<file path="src/rtl/matmul_pkg.sv">
// rtl/matmul_pkg.sv - shared state encoding, store defaults and accumulator width helper
package matmul_pkg;

  localparam int M_DEF  = 2;
  localparam int K_DEF  = 2;
  localparam int N_DEF  = 2;
  localparam int DW_DEF = 8;

  typedef enum logic [1:0] {
    ST_IDLE,
    ST_MAC,
    ST_WRITE,
    ST_DONE
  } state_t;

  // Full product plus enough headroom for K additions, so the sum never wraps.
  function automatic int acc_w(input int dw, input int k);
    return 2 * dw + $clog2(k) + 1;
  endfunction

endpackage

</file>
<file path="src/rtl/mac_unit.sv">
// rtl/mac_unit.sv - unsigned multiply-accumulate; clear loads the product, otherwise it is added
module mac_unit
  import matmul_pkg::*;
#(
  parameter int DW = DW_DEF,
  parameter int K  = K_DEF,
  parameter int AW = acc_w(DW, K)
) (
  input  logic          clk,
  input  logic          rst,
  input  logic [DW-1:0] a,
  input  logic [DW-1:0] b,
  input  logic          clear,
  input  logic          en,
  output logic [AW-1:0] acc
);

  logic [2*DW-1:0] mul;
  logic [AW-1:0]   prod;
  logic [AW-1:0]   acc_q;
  logic [AW-1:0]   acc_d;

  assign mul  = a * b;
  assign prod = {{(AW - 2*DW){1'b0}}, mul};

  always_comb begin
    acc_d = acc_q;
    if (en) begin
      acc_d = clear ? prod : acc_q + prod;
    end
  end

  always_ff @(posedge clk or posedge rst) begin
    if (rst) begin
      acc_q <= '0;
    end else begin
      acc_q <= acc_d;
    end
  end

  assign acc = acc_q;

endmodule

</file>
<file path="src/rtl/matmul_sequencer.sv">
// rtl/matmul_sequencer.sv - walks i/j/k over A, B and C stores, accumulates and writes C[i][j]
// SATURATE_EN: clamp written results to 2^DW-1 and expose a sticky ovf flag.
module matmul_sequencer
  import matmul_pkg::*;
#(
  parameter int M  = M_DEF,
  parameter int K  = K_DEF,
  parameter int N  = N_DEF,
  parameter int DW = DW_DEF
) (
  input  logic          clk,
  input  logic          rst,
  input  logic          start,
  output logic          busy,
  output logic          done,
  output logic [DW-1:0] aRowSel,
  output logic [DW-1:0] aColSel,
  input  logic [DW-1:0] aData,
  output logic [DW-1:0] bRowSel,
  output logic [DW-1:0] bColSel,
  input  logic [DW-1:0] bData,
  output logic          cWriteEn,
  output logic [DW-1:0] cRowSel,
  output logic [DW-1:0] cColSel,
  output logic [DW-1:0] cData
`ifdef SATURATE_EN
  ,
  output logic          ovf
`endif
);

  localparam int AW = acc_w(DW, K);
  localparam logic [DW-1:0] M_LAST = DW'(M - 1);
  localparam logic [DW-1:0] K_LAST = DW'(K - 1);
  localparam logic [DW-1:0] N_LAST = DW'(N - 1);

  state_t        state_q;
  logic [DW-1:0] i_q, j_q, k_q;
  logic          busy_q, done_q, cwe_q;
  logic [AW-1:0] acc;
  logic [DW-1:0] result;

  mac_unit #(.DW(DW), .K(K), .AW(AW)) u_mac (
    .clk  (clk),
    .rst  (rst),
    .a    (aData),
    .b    (bData),
    .clear(k_q == '0),
    .en   (state_q == ST_MAC),
    .acc  (acc)
  );

`ifdef SATURATE_EN
  logic sat_hit;
  logic ovf_q;
  assign sat_hit = |acc[AW-1:DW];
  assign result  = sat_hit ? {DW{1'b1}} : acc[DW-1:0];
  assign ovf     = ovf_q;
`else
  logic unused_acc_hi;
  assign result        = acc[DW-1:0];
  assign unused_acc_hi = ^acc[AW-1:DW];
`endif

  always_ff @(posedge clk or posedge rst) begin
    if (rst) begin
      state_q <= ST_IDLE;
      i_q     <= '0;
      j_q     <= '0;
      k_q     <= '0;
      busy_q  <= 1'b0;
      done_q  <= 1'b0;
      cwe_q   <= 1'b0;
`ifdef SATURATE_EN
      ovf_q   <= 1'b0;
`endif
    end else begin
      done_q <= 1'b0;
      cwe_q  <= 1'b0;
      case (state_q)
        ST_IDLE: begin
          if (start) begin
            state_q <= ST_MAC;
            busy_q  <= 1'b1;
`ifdef SATURATE_EN
            ovf_q   <= 1'b0;
`endif
          end
        end
        ST_MAC: begin
          if (k_q == K_LAST) begin
            k_q     <= '0;
            state_q <= ST_WRITE;
            cwe_q   <= 1'b1;
          end else begin
            k_q <= k_q + 1'b1;
          end
        end
        ST_WRITE: begin
`ifdef SATURATE_EN
          if (sat_hit) ovf_q <= 1'b1;
`endif
          // Indices return to zero on the last element so Sel outputs read 0 in DONE.
          if (i_q == M_LAST && j_q == N_LAST) begin
            i_q     <= '0;
            j_q     <= '0;
            state_q <= ST_DONE;
            busy_q  <= 1'b0;
            done_q  <= 1'b1;
          end else begin
            state_q <= ST_MAC;
            if (j_q == N_LAST) begin
              j_q <= '0;
              i_q <= i_q + 1'b1;
            end else begin
              j_q <= j_q + 1'b1;
            end
          end
        end
        ST_DONE: state_q <= ST_IDLE;
        default: state_q <= ST_IDLE;
      endcase
    end
  end

  assign busy     = busy_q;
  assign done     = done_q;
  assign cWriteEn = cwe_q;
  assign cData    = cwe_q ? result : '0;
  assign aRowSel  = i_q;
  assign aColSel  = k_q;
  assign bRowSel  = k_q;
  assign bColSel  = j_q;
  assign cRowSel  = i_q;
  assign cColSel  = j_q;

endmodule
</file>
<file path="config.mk">
export PLATFORM = sky130hd
export DESIGN_NAME = matmul_sequencer
export DESIGN_NICKNAME = d
export VERILOG_FILES = /design/src/rtl/matmul_pkg.sv /design/src/rtl/mac_unit.sv /design/src/rtl/matmul_sequencer.sv
export SDC_FILE = /design/constraint.sdc
export NUM_CORES = 1
export LEC_CHECK = 0
export CAP_MARGIN = 20
export CORE_MARGIN = 2
export CORE_UTILIZATION = 54
export CTS_CLUSTER_SIZE = 16
export DETAILED_ROUTE_END_ITERATION = 8
export PLACE_DENSITY = 0.95
export SLEW_MARGIN = 40
export SYNTH_ARGS = -nofsm -noshare
export SYNTH_HDL_FRONTEND = slang
export SYNTH_SLANG_ARGS = --single-unit
</file>
<file path="constraint.sdc">
create_clock -name clk -period 5.85 [get_ports clk]
set_input_delay 0.8775 -clock clk [delete_from_list [all_inputs] [get_ports clk]]
set_output_delay 0.8775 -clock clk [all_outputs]
set_load 0.01 [all_outputs]
</file>
== Yosys cells after proc, flatten, opt, wreduce, memory -nomap -nowiden ==
Cells that the tools add are included.

* Latch bits: 0
* Memories kept: 0
* Flip-flop bits (word level): 47
* Bits in writable memories: 0
* Word-level logic and storage cells: 48
* Output and inout port bits: 59
* Bits in read-only memories: 0

* Muxes and demuxes: 18
* Add/subtract/negate cells: 4
* Div/mod/pow operators: 0
* Multiply operators: 1
* Bitwise gates (word level): 0
* Reduce and logical (&&, ||, !) cells: 8
* Magnitude comparators: 0
* Equal/unequal tests: 9
* Shift-type cells: 0

{| class="wikitable"
|+ Operators with widths
! cell !! number
|-
| $mux W8 || 6
|-
| $add A8 B1 Y8 const B || 3
|-
| $eq A8 B1 Y1 const B || 3
|-
| $add A18 B16 Y18 || 1
|-
| $mux W18 || 1
|-
| $mul A8 B8 Y16 || 1
|-
| $logic_not A8 Y1 || 1
|-
| $pmux W2 S4 || 1
|-
| $mux W1 || 6
|-
| $mux W2 || 3
|-
| $ne A2 B2 Y1 const B || 3
|-
| $eq A2 B2 Y1 const B || 2
|-
| $reduce_and A2 Y1 || 2
|-
| $reduce_bool A2 Y1 || 2
|-
| $reduce_and A3 Y1 || 1
|-
| $eq A2 B1 Y1 const B || 1
|-
| $logic_not A2 Y1 || 1
|-
| $pmux W1 S2 || 1
|-
| $logic_and A1 B1 Y1 || 1
|}

== Depth between registers and ports, before layout ==
Gate-level depths: netlist of run 1.

* Depth after elaboration: 4
* Depth in mapped cells: 17
* Gate-level depth less buffers: 17

== Modules after synthesis ==
Synthesis of run 1 repeated with hierarchy kept, for this count alone.

* Cell total of the unflattened synthesis: 591
* Area total of the unflattened synthesis: 5,340.1 sq um

{| class="wikitable"
|+ Modules (own cells, without submodules)
! module !! cells each !! instances !! area an instance (sq um)
|-
| mac_unit || 430 || 1 || 3,738.6
|-
| matmul_sequencer || 161 || 1 || 1,601.5
|}

== Worst setup path after synthesis of run 1 ==
OpenSTA, ideal clock, no wires.

* Path type: input port to flip-flop
* Start: input aData[0]
* End: register u_mac.acc_q[7] (netlist: u_mac.acc[7])
* Slack: 1,096 ps
* Cell stages on the path: 15
* Arrival time: 4,610 ps
* Path buffers: 0
* Required time: 5,706 ps
* Path through: and2_1 -> fa_1 -> fa_1 -> ha_1 -> inv_1 -> fa_1 -> inv_1 -> ha_1 -> a21o_1 -> a21oi_1 -> xnor3_1 -> xnor3_1 -> or3_1 -> o211ai_1 -> a22oi_1

* Cells in the longest elaborated chain, start to end: 3

{| class="wikitable"
|+ Ends and longest elaborated chain
! item !! RTL line !! RTL
|-
| start: declaration || matmul_sequencer.sv:18 || <nowiki>input logic [DW-1:0] aData,</nowiki>
|-
| $mul A8 B8 Y16 (*) || mac_unit.sv:23 || <nowiki>assign mul = a * b;</nowiki>
|-
| $add A18 B16 Y18 || mac_unit.sv:29 || <nowiki>acc_d = clear ? prod : acc_q + prod;</nowiki>
|-
| $mux W18 (*) || mac_unit.sv:29 ||
|-
| end signal: assignment || mac_unit.sv:35 || <nowiki>acc_q <= '0;</nowiki>
|-
| end signal: assignment || mac_unit.sv:37 || <nowiki>acc_q <= acc_d;</nowiki>
|-
| end: declaration || mac_unit.sv:20 || <nowiki>logic [AW-1:0] acc_q;</nowiki>
|}

Mark *: on every way between the ends. The rest lies on a longest branch, timed or not.
A chain may end at the register's enable or synchronous reset.

== Worst setup path after layout of run 1 ==
* Start: input aData[1]
* End: register u_mac.acc_q[7] (netlist: u_mac.acc[7])

Same word-level chain as after synthesis.

==> reports/qor.txt, run 1 <==
status - finished clean
Vias - 2488
clock slew at reported path FFs - 0.07 ns
worst setup path class - primary input to flop
Final Hold Vio Count - 0
share of the synthesized area in the top cell type - 30.0%
final max-slew violation count - 0
Overall Global Routing Usage - 22.5%
number of global-route vias before repair - 2475
RSZ-0062 raised after global routing - no
remaining number of nets flagged by the antenna check after routing - 0
Worst Setup Slack, final - 0.572 ns
fin crit period - 5.28 ns
clock buffer depth - 2
last weighted congestion value of the routability-driven placer - 0.847
Slowest-stage cell, CP - sky130_fd_sc_hd__fa_1
cell-internal power - 0.889 mW
die area - 6330 um2
count of state elements after synthesis - 37
core area - 5510 um2
sequential cell area fraction in the yosys report - 30.0%
number of buffers created by CTS - 5
endpoint of the lowest-slack register-to-register path - aRowSel[7]
pre-CTS setup slack - 0.281 ns
Clock power frac - 14.9%
clock skew after layout - 0.00618 ns
number of cells upsized or downsized after cts - 0
layout cells sized above 1 - 3.08%
number of library cell types mapped by synthesis - 35
fraction of synthesis flops using an asynchronous set or reset pin - 100%
cell with the most instances on the worst path - sky130_fd_sc_hd__fa_1
worst-path cell chain - clkdlybuf4s50_1 > and2_1 > fa_1 > inv_1 > fa_1 > fa_1 > fa_1 > inv_1 > ha_1 > xnor2_1 > ha_1 > a21o_1 > a31oi_1 > or3_1 > o211ai_1 > a22oi_1
number of flops mapped to enable cells by yosys - 0
Yosys top cell by area - sky130_fd_sc_hd__dfrtp_1
Max-cap violations - 0
source of the critical timing path - aData[1]
layout filler cell count - 404
CTS H-tree depth - 2
cells after synthesis - 332
period utilization - 90.2%
number of buffers inserted by port buffering - 77
Initial DRC Count - 155
number of antenna violations at the first check in global routing - 0
switching power of the nets - 0.626 mW
most used flip-flop cell after synthesis - sky130_fd_sc_hd__dfrtp_1
Static Leakage - 1.84 nW
startpoint type of the worst setup path - primary input
Tightest Hold Check Type - flop to flop
maximum number of pins on one net before global-route repair - 38
P&R area growth vs syn - 25.6%
CTS tree - done
net switching fraction of the power - 41.3%
die span in x - 79.6 um
number of core rows - 27
area of the mapped netlist - 3090 um2
total I/O pin count - 78
clk sink count - 37
maximum fanout along the worst path - 7
DR WL/cell - 14.5 um
sequential share of power - 27.3%
number of buffers inserted by hold repair at cts - 0
initial core utilization - 56.0%
reg-to-reg startpoint - bColSel[0]
post-detailed-route DRC marker count - 0
final wirelength - 6700 um
first-pass detailed-route iteration total - 4
arrival time worst endpoint - 5.48 ns
final total negative setup slack - 0 ns
first-pass GRT wire length - 11400 um
Peak supply drop - 0.311 mV
Net count, final - 451
Register-to-Register Setup Slack - 3.40 ns
largest cells by area after synthesis - sky130_fd_sc_hd__dfrtp_1, sky130_fd_sc_hd__ha_1, sky130_fd_sc_hd__fa_1
CP Capture Point - u_mac.acc[7]
Max Clock Freq - 189 MHz
relative slew slack - 52.8%
total setup buffers inserted after CTS - 0
critical path's largest stage delay - 0.54 ns
transition time of the tightest slew-check pin - 0.707 ns
Antenna diodes - 0
kind of end point of the critical path - flop
power per standard cell area - 391 nW/um2
synthesized area divided by synthesized cell count - 9.29 um2
number of setup violations in the final report - 0
Detailed Place HPWL - 5310 um
insertion delay of the later-clocked pin in the worst-skew pair - 0.29 ns
Cells after DPL - 454
Crit path required time - 6.05 ns
Yosys warning total - 0
die span in y - 79.6 um
depth of the worst register-to-register path - 8
Via-to-Cell Ratio - 5.39
final global-route overflow total - 0
proportion of power drawn by combinational gates - 57.8%
cell at the root of the clock tree - sky130_fd_sc_hd__clkbuf_8
worst hold-check slack - 0.517 ns
number of standard cells in the layout, taps in and fillers out - 462
syn nets - 394
[layout by cell type, fill, tap and decap left out, types with 8 or more instances in the layout]
cell type / n
sky130_fd_sc_hd__fa_1: 13
sky130_fd_sc_hd__ha_1: 30
sky130_fd_sc_hd__dfrtp_1: 37
sky130_fd_sc_hd__a21oi_1: 8
sky130_fd_sc_hd__inv_1: 33
sky130_fd_sc_hd__xor2_1: 11
sky130_fd_sc_hd__clkdlybuf4s50_1: 77
sky130_fd_sc_hd__o21ai_1: 16
sky130_fd_sc_hd__xnor2_1: 21
sky130_fd_sc_hd__nand2_1: 37
sky130_fd_sc_hd__and2_1: 31
sky130_fd_sc_hd__nor2_1: 9
[worst min path at each step]
stage,startpoint,slack [ns],endpoint,cells after the start
4_1_cts,busy,0.51,busy,1
5_1_grt,busy,0.54,busy,1
3_5_place_dp,busy,0.50,busy,1
3_3_place_gp,u_mac.acc[5],0.49,u_mac.acc[5],2
6_report,busy,0.52,busy,1
2_1_floorplan,u_mac.acc[0],0.48,u_mac.acc[0],2
[power by group through the flow]
stage / Clock [mW] / Sequential, mW / Combinational [mW]
2_1_floorplan: 0 / 0.407 / 0.623
3_3_place_gp: 0 / 0.409 / 0.806
3_5_place_dp: 0 / 0.415 / 0.863
4_1_cts: 0.228 / 0.412 / 0.877
5_1_grt: 0.245 / 0.427 / 0.975
6_report: 0.225 / 0.414 / 0.876
[routing by layer]
layer | GRT usage, % | part of all wire (%) | up-vias
met4 | 8.28 | 2.0 | 0
met3 | 2.94 | 4.3 | 16
met1 | 28.9 | 42 | 1208
li1 | - | - | 1180
met2 | 38.7 | 51 | 84
met5 | 0 | 0 | -
[layout make-up]
type	count	area, um2	area share, %
multi-input combinational	234	1840	47.5
sequential	37	926	23.9
timing repair buffer	78	778	20.1
inverter	33	124	3.20
tap	72	90.1	2.32
clock buffer	7	86.3	2.23
clock inverter	1	30.0	0.775
[logic make-up (layout without fill, tap and decap cells)]
group	after synthesis	in the layout	synth area share, %
xor+xnor	34	34	10.5
flops	37	37	30.0
compound gates	41	41	8.03
fa+ha+maj	43	43	20.6
simple gates	111	111	18.9
mux	5	5	1.62
buf+inv	61	119	10.3
[metrics by stage]
stage / power, mW / instance area (um2) / util (%)
2_1_floorplan: 1.03 / 3090 / -
3_3_place_gp: 1.21 / 3760 / 68.3
3_5_place_dp: 1.28 / 3760 / 68.3
4_1_cts: 1.52 / 3870 / 70.4
5_1_grt: 1.65 / 3870 / 70.4
6_report: 1.51 / 3870 / 70.4
[synth_stat cells, drive strengths merged, types with 3 or more instances]
master   n
a21o     7
a21oi    8
and2    32
buf     24
clkbuf   4
dfrtp   37
fa      13
ha      30
inv     33
mux2i    5
nand2   37
nand2b   3
nand3    7
nand4    7
nor2    10
nor3     4
nor4     3
o21ai   16
or3      3
xnor2   21
xor2    11
[registers in the layout, summed over array words and instances, names as in the netlist]
signal	flops
aColSel	8
aRowSel	8
bColSel	8
u_mac.acc	8
state_q	2
busy	1
cWriteEn	1
done	1
[critical path: cells and delay by family]
| kind | cells | cell delay, ns |
|---|---|---|
| AO/OA/AOI/OAI | 4 | 0.76 |
| XOR/XNOR | 1 | 0.28 |
| adder cells (fa/ha/maj) | 6 | 2.51 |
| AND/OR/NAND/NOR | 2 | 0.40 |
| buffers and inverters | 3 | 0.65 |
No activity file was read; power rests on OpenSTA's default activity.
==> run 2, diff against run 1 <==
Settings changed: MAX_ROUTING_LAYER set to met4, SLEW_MARGIN 40 to not set.
==> reports/qor.txt, run 2 (synthesis results as in run 1) <==
commonest non-fill, non-tap cell in the layout - sky130_fd_sc_hd__clkdlybuf4s50_1
Vias - 2505 (+0.68%)
Net count, final - 451 (unchanged)
clock buffer depth - 2 (unchanged)
Peak supply drop - 0.270 mV (-13%)
Final Hold Vio Count - 0 (unchanged)
post-route cell area - 3830 um2 (-1.1%)
die area - 6330 um2 (unchanged)
number of buffers inserted by hold repair at cts - 0 (unchanged)
endpoint of the lowest-slack register-to-register path - u_mac.acc[7]
DR WL/cell - 14.4 um (-0.84%)
maximum number of pins on one net before global-route repair - 38 (unchanged)
startpoint type of the worst setup path - primary input
total power - 1.45 mW (-4.1%)
Initial DRC Count - 126 (-19%)
number of buffers inserted by port buffering - 77 (unchanged)
CTS H-tree depth - 2 (unchanged)
depth of the worst register-to-register path - 6 (-2)
clock skew after layout - 0.00823 ns (+0.00205 ns)
transition time of the tightest slew-check pin - 0.716 ns (+0.00932 ns)
first-pass detailed-route iteration total - 4 (unchanged)
power per standard cell area - 379 nW/um2 (-3.0%)
Via-to-Cell Ratio - 5.45 (+1.1%)
final total negative setup slack - 0 ns (unchanged)
fin crit period - 5.27 ns (-0.00542 ns)
status - finished clean
number of standard cells in the layout, taps in and fillers out - 460 (-0.43%)
final global-route overflow total - 0 (unchanged)
number of buffers created by CTS - 5 (unchanged)
final wirelength - 6610 um (-1.3%)
relative slew slack - 51.8% (-0.96 points)
insertion delay of the later-clocked pin in the worst-skew pair - 0.29 ns (about the same)
Max Clock Freq - 190 MHz (+0.10%)
number of setup violations in the final report - 0 (unchanged)
final standard cell utilization of the core - 69.6% (-0.77 points)
die span in y - 79.6 um (unchanged)
cell at the root of the clock tree - sky130_fd_sc_hd__clkbuf_8
layout filler cell count - 415 (+2.7%)
placed cell areas - 3760 um2 (unchanged)
Crit path required time - 6.05 ns (about the same)
arrival time worst endpoint - 5.48 ns (about the same)
last weighted congestion value of the routability-driven placer - 0.868 (+2.4%)
Overall Global Routing Usage - 22.8% (+0.29 points)
Max-cap violations - 0 (unchanged)
total setup buffers inserted after CTS - 0 (unchanged)
maximum fanout along the worst path - 8 (+1)
clock slew at reported path FFs - 0.07 ns (about the same)
highest-count cells in the layout ignoring fill and taps - sky130_fd_sc_hd__clkdlybuf4s50_1, sky130_fd_sc_hd__nand2_1, sky130_fd_sc_hd__dfrtp_1
remaining number of nets flagged by the antenna check after routing - 0 (unchanged)
Cells after DPL - 454 (unchanged)
number of core rows - 27 (unchanged)
total I/O pin count - 78 (unchanged)
Tightest Hold Check Type - flop to flop
P&R area growth vs syn - 24.2%
CP Capture Point - u_mac.acc[7]
clk sink count - 37 (unchanged)
worst hold-check slack - 0.523 ns (+0.00601 ns)
first-pass GRT wire length - 11000 um (-2.9%)
Antenna diodes - 0 (unchanged)
die span in x - 79.6 um (unchanged)
initial core utilization - 56.0% (unchanged)
Detailed Place HPWL - 5320 um (+0.10%)
number of global-route vias before repair - 2450 (-1.0%)
worst setup path class - primary input to flop
core area - 5510 um2 (unchanged)
CTS tree - done
Static Leakage - 1.82 nW (-1.0%)
layout cells sized above 1 - 2.84% (-0.24 points)
source of the critical timing path - aData[0]
final max-slew violation count - 0 (unchanged)
Register-to-Register Setup Slack - 3.50 ns (+0.10 ns)
number of antenna violations at the first check in global routing - 0 (unchanged)
RSZ-0062 raised after global routing - no
pre-CTS setup slack - 0.304 ns (+0.0226 ns)
Worst Setup Slack, final - 0.577 ns (+0.00542 ns)
kind of end point of the critical path - flop
reg-to-reg startpoint - aColSel[2]
number of cells upsized or downsized after cts - 0 (unchanged)
period utilization - 90.1% (-0.093 points)
post-detailed-route DRC marker count - 0 (unchanged)
run 2: worst max-delay path: stages:
cell and delay, ns:
sky130_fd_sc_hd__clkdlybuf4s50_1 0.52, sky130_fd_sc_hd__and2_1 0.24, sky130_fd_sc_hd__fa_1 0.44, sky130_fd_sc_hd__fa_1 0.48, sky130_fd_sc_hd__ha_1 0.29, sky130_fd_sc_hd__inv_1 0.05
sky130_fd_sc_hd__fa_1 0.53, sky130_fd_sc_hd__inv_1 0.05, sky130_fd_sc_hd__ha_1 0.33, sky130_fd_sc_hd__a21oi_1 0.20, sky130_fd_sc_hd__xnor2_1 0.19, sky130_fd_sc_hd__ha_1 0.32
sky130_fd_sc_hd__a21o_1 0.18, sky130_fd_sc_hd__a31oi_1 0.32, sky130_fd_sc_hd__or3_1 0.17, sky130_fd_sc_hd__o211ai_1 0.08, sky130_fd_sc_hd__a22oi_1 0.22
run 2: routing by layer:
metal,vias up,share of wire (%),track usage (%)
met5,-,0,-
met4,0,2.7,9.14
met3,21,4.8,3.96
met2,98,51,39.0
met1,1197,42,26.6
li1,1189,-,-
run 2: where the power goes:
part           leakage (nW)  internal [mW]  switching [mW]
clock network        0.0399         0.0782          0.0830
logic                  1.29          0.424           0.451
registers             0.484          0.325          0.0922
total                  1.82          0.827           0.626
run 2: final cells by class:
class	count	area [um2]	area share, %
well taps	72	90.1	2.35
repair buffers	78	778	20.3
clock buffers	5	68.8	1.80
clock inverters	1	5.00	0.131
flip-flops and latches	37	926	24.2
inverters	33	124	3.23
multi-input cells	234	1840	48.0
run 2: how the worst min path moves through the flow:
stage | start | depth (start not counted) | endpoint | slack, ns
6_report | bColSel[7] | 1 | bColSel[7] | 0.52
5_1_grt | busy | 1 | busy | 0.54
4_1_cts | bColSel[7] | 1 | bColSel[7] | 0.53
3_5_place_dp | busy | 1 | busy | 0.51
3_3_place_gp | u_mac.acc[5] | 2 | u_mac.acc[5] | 0.49
2_1_floorplan | u_mac.acc[0] | 2 | u_mac.acc[0] | 0.48
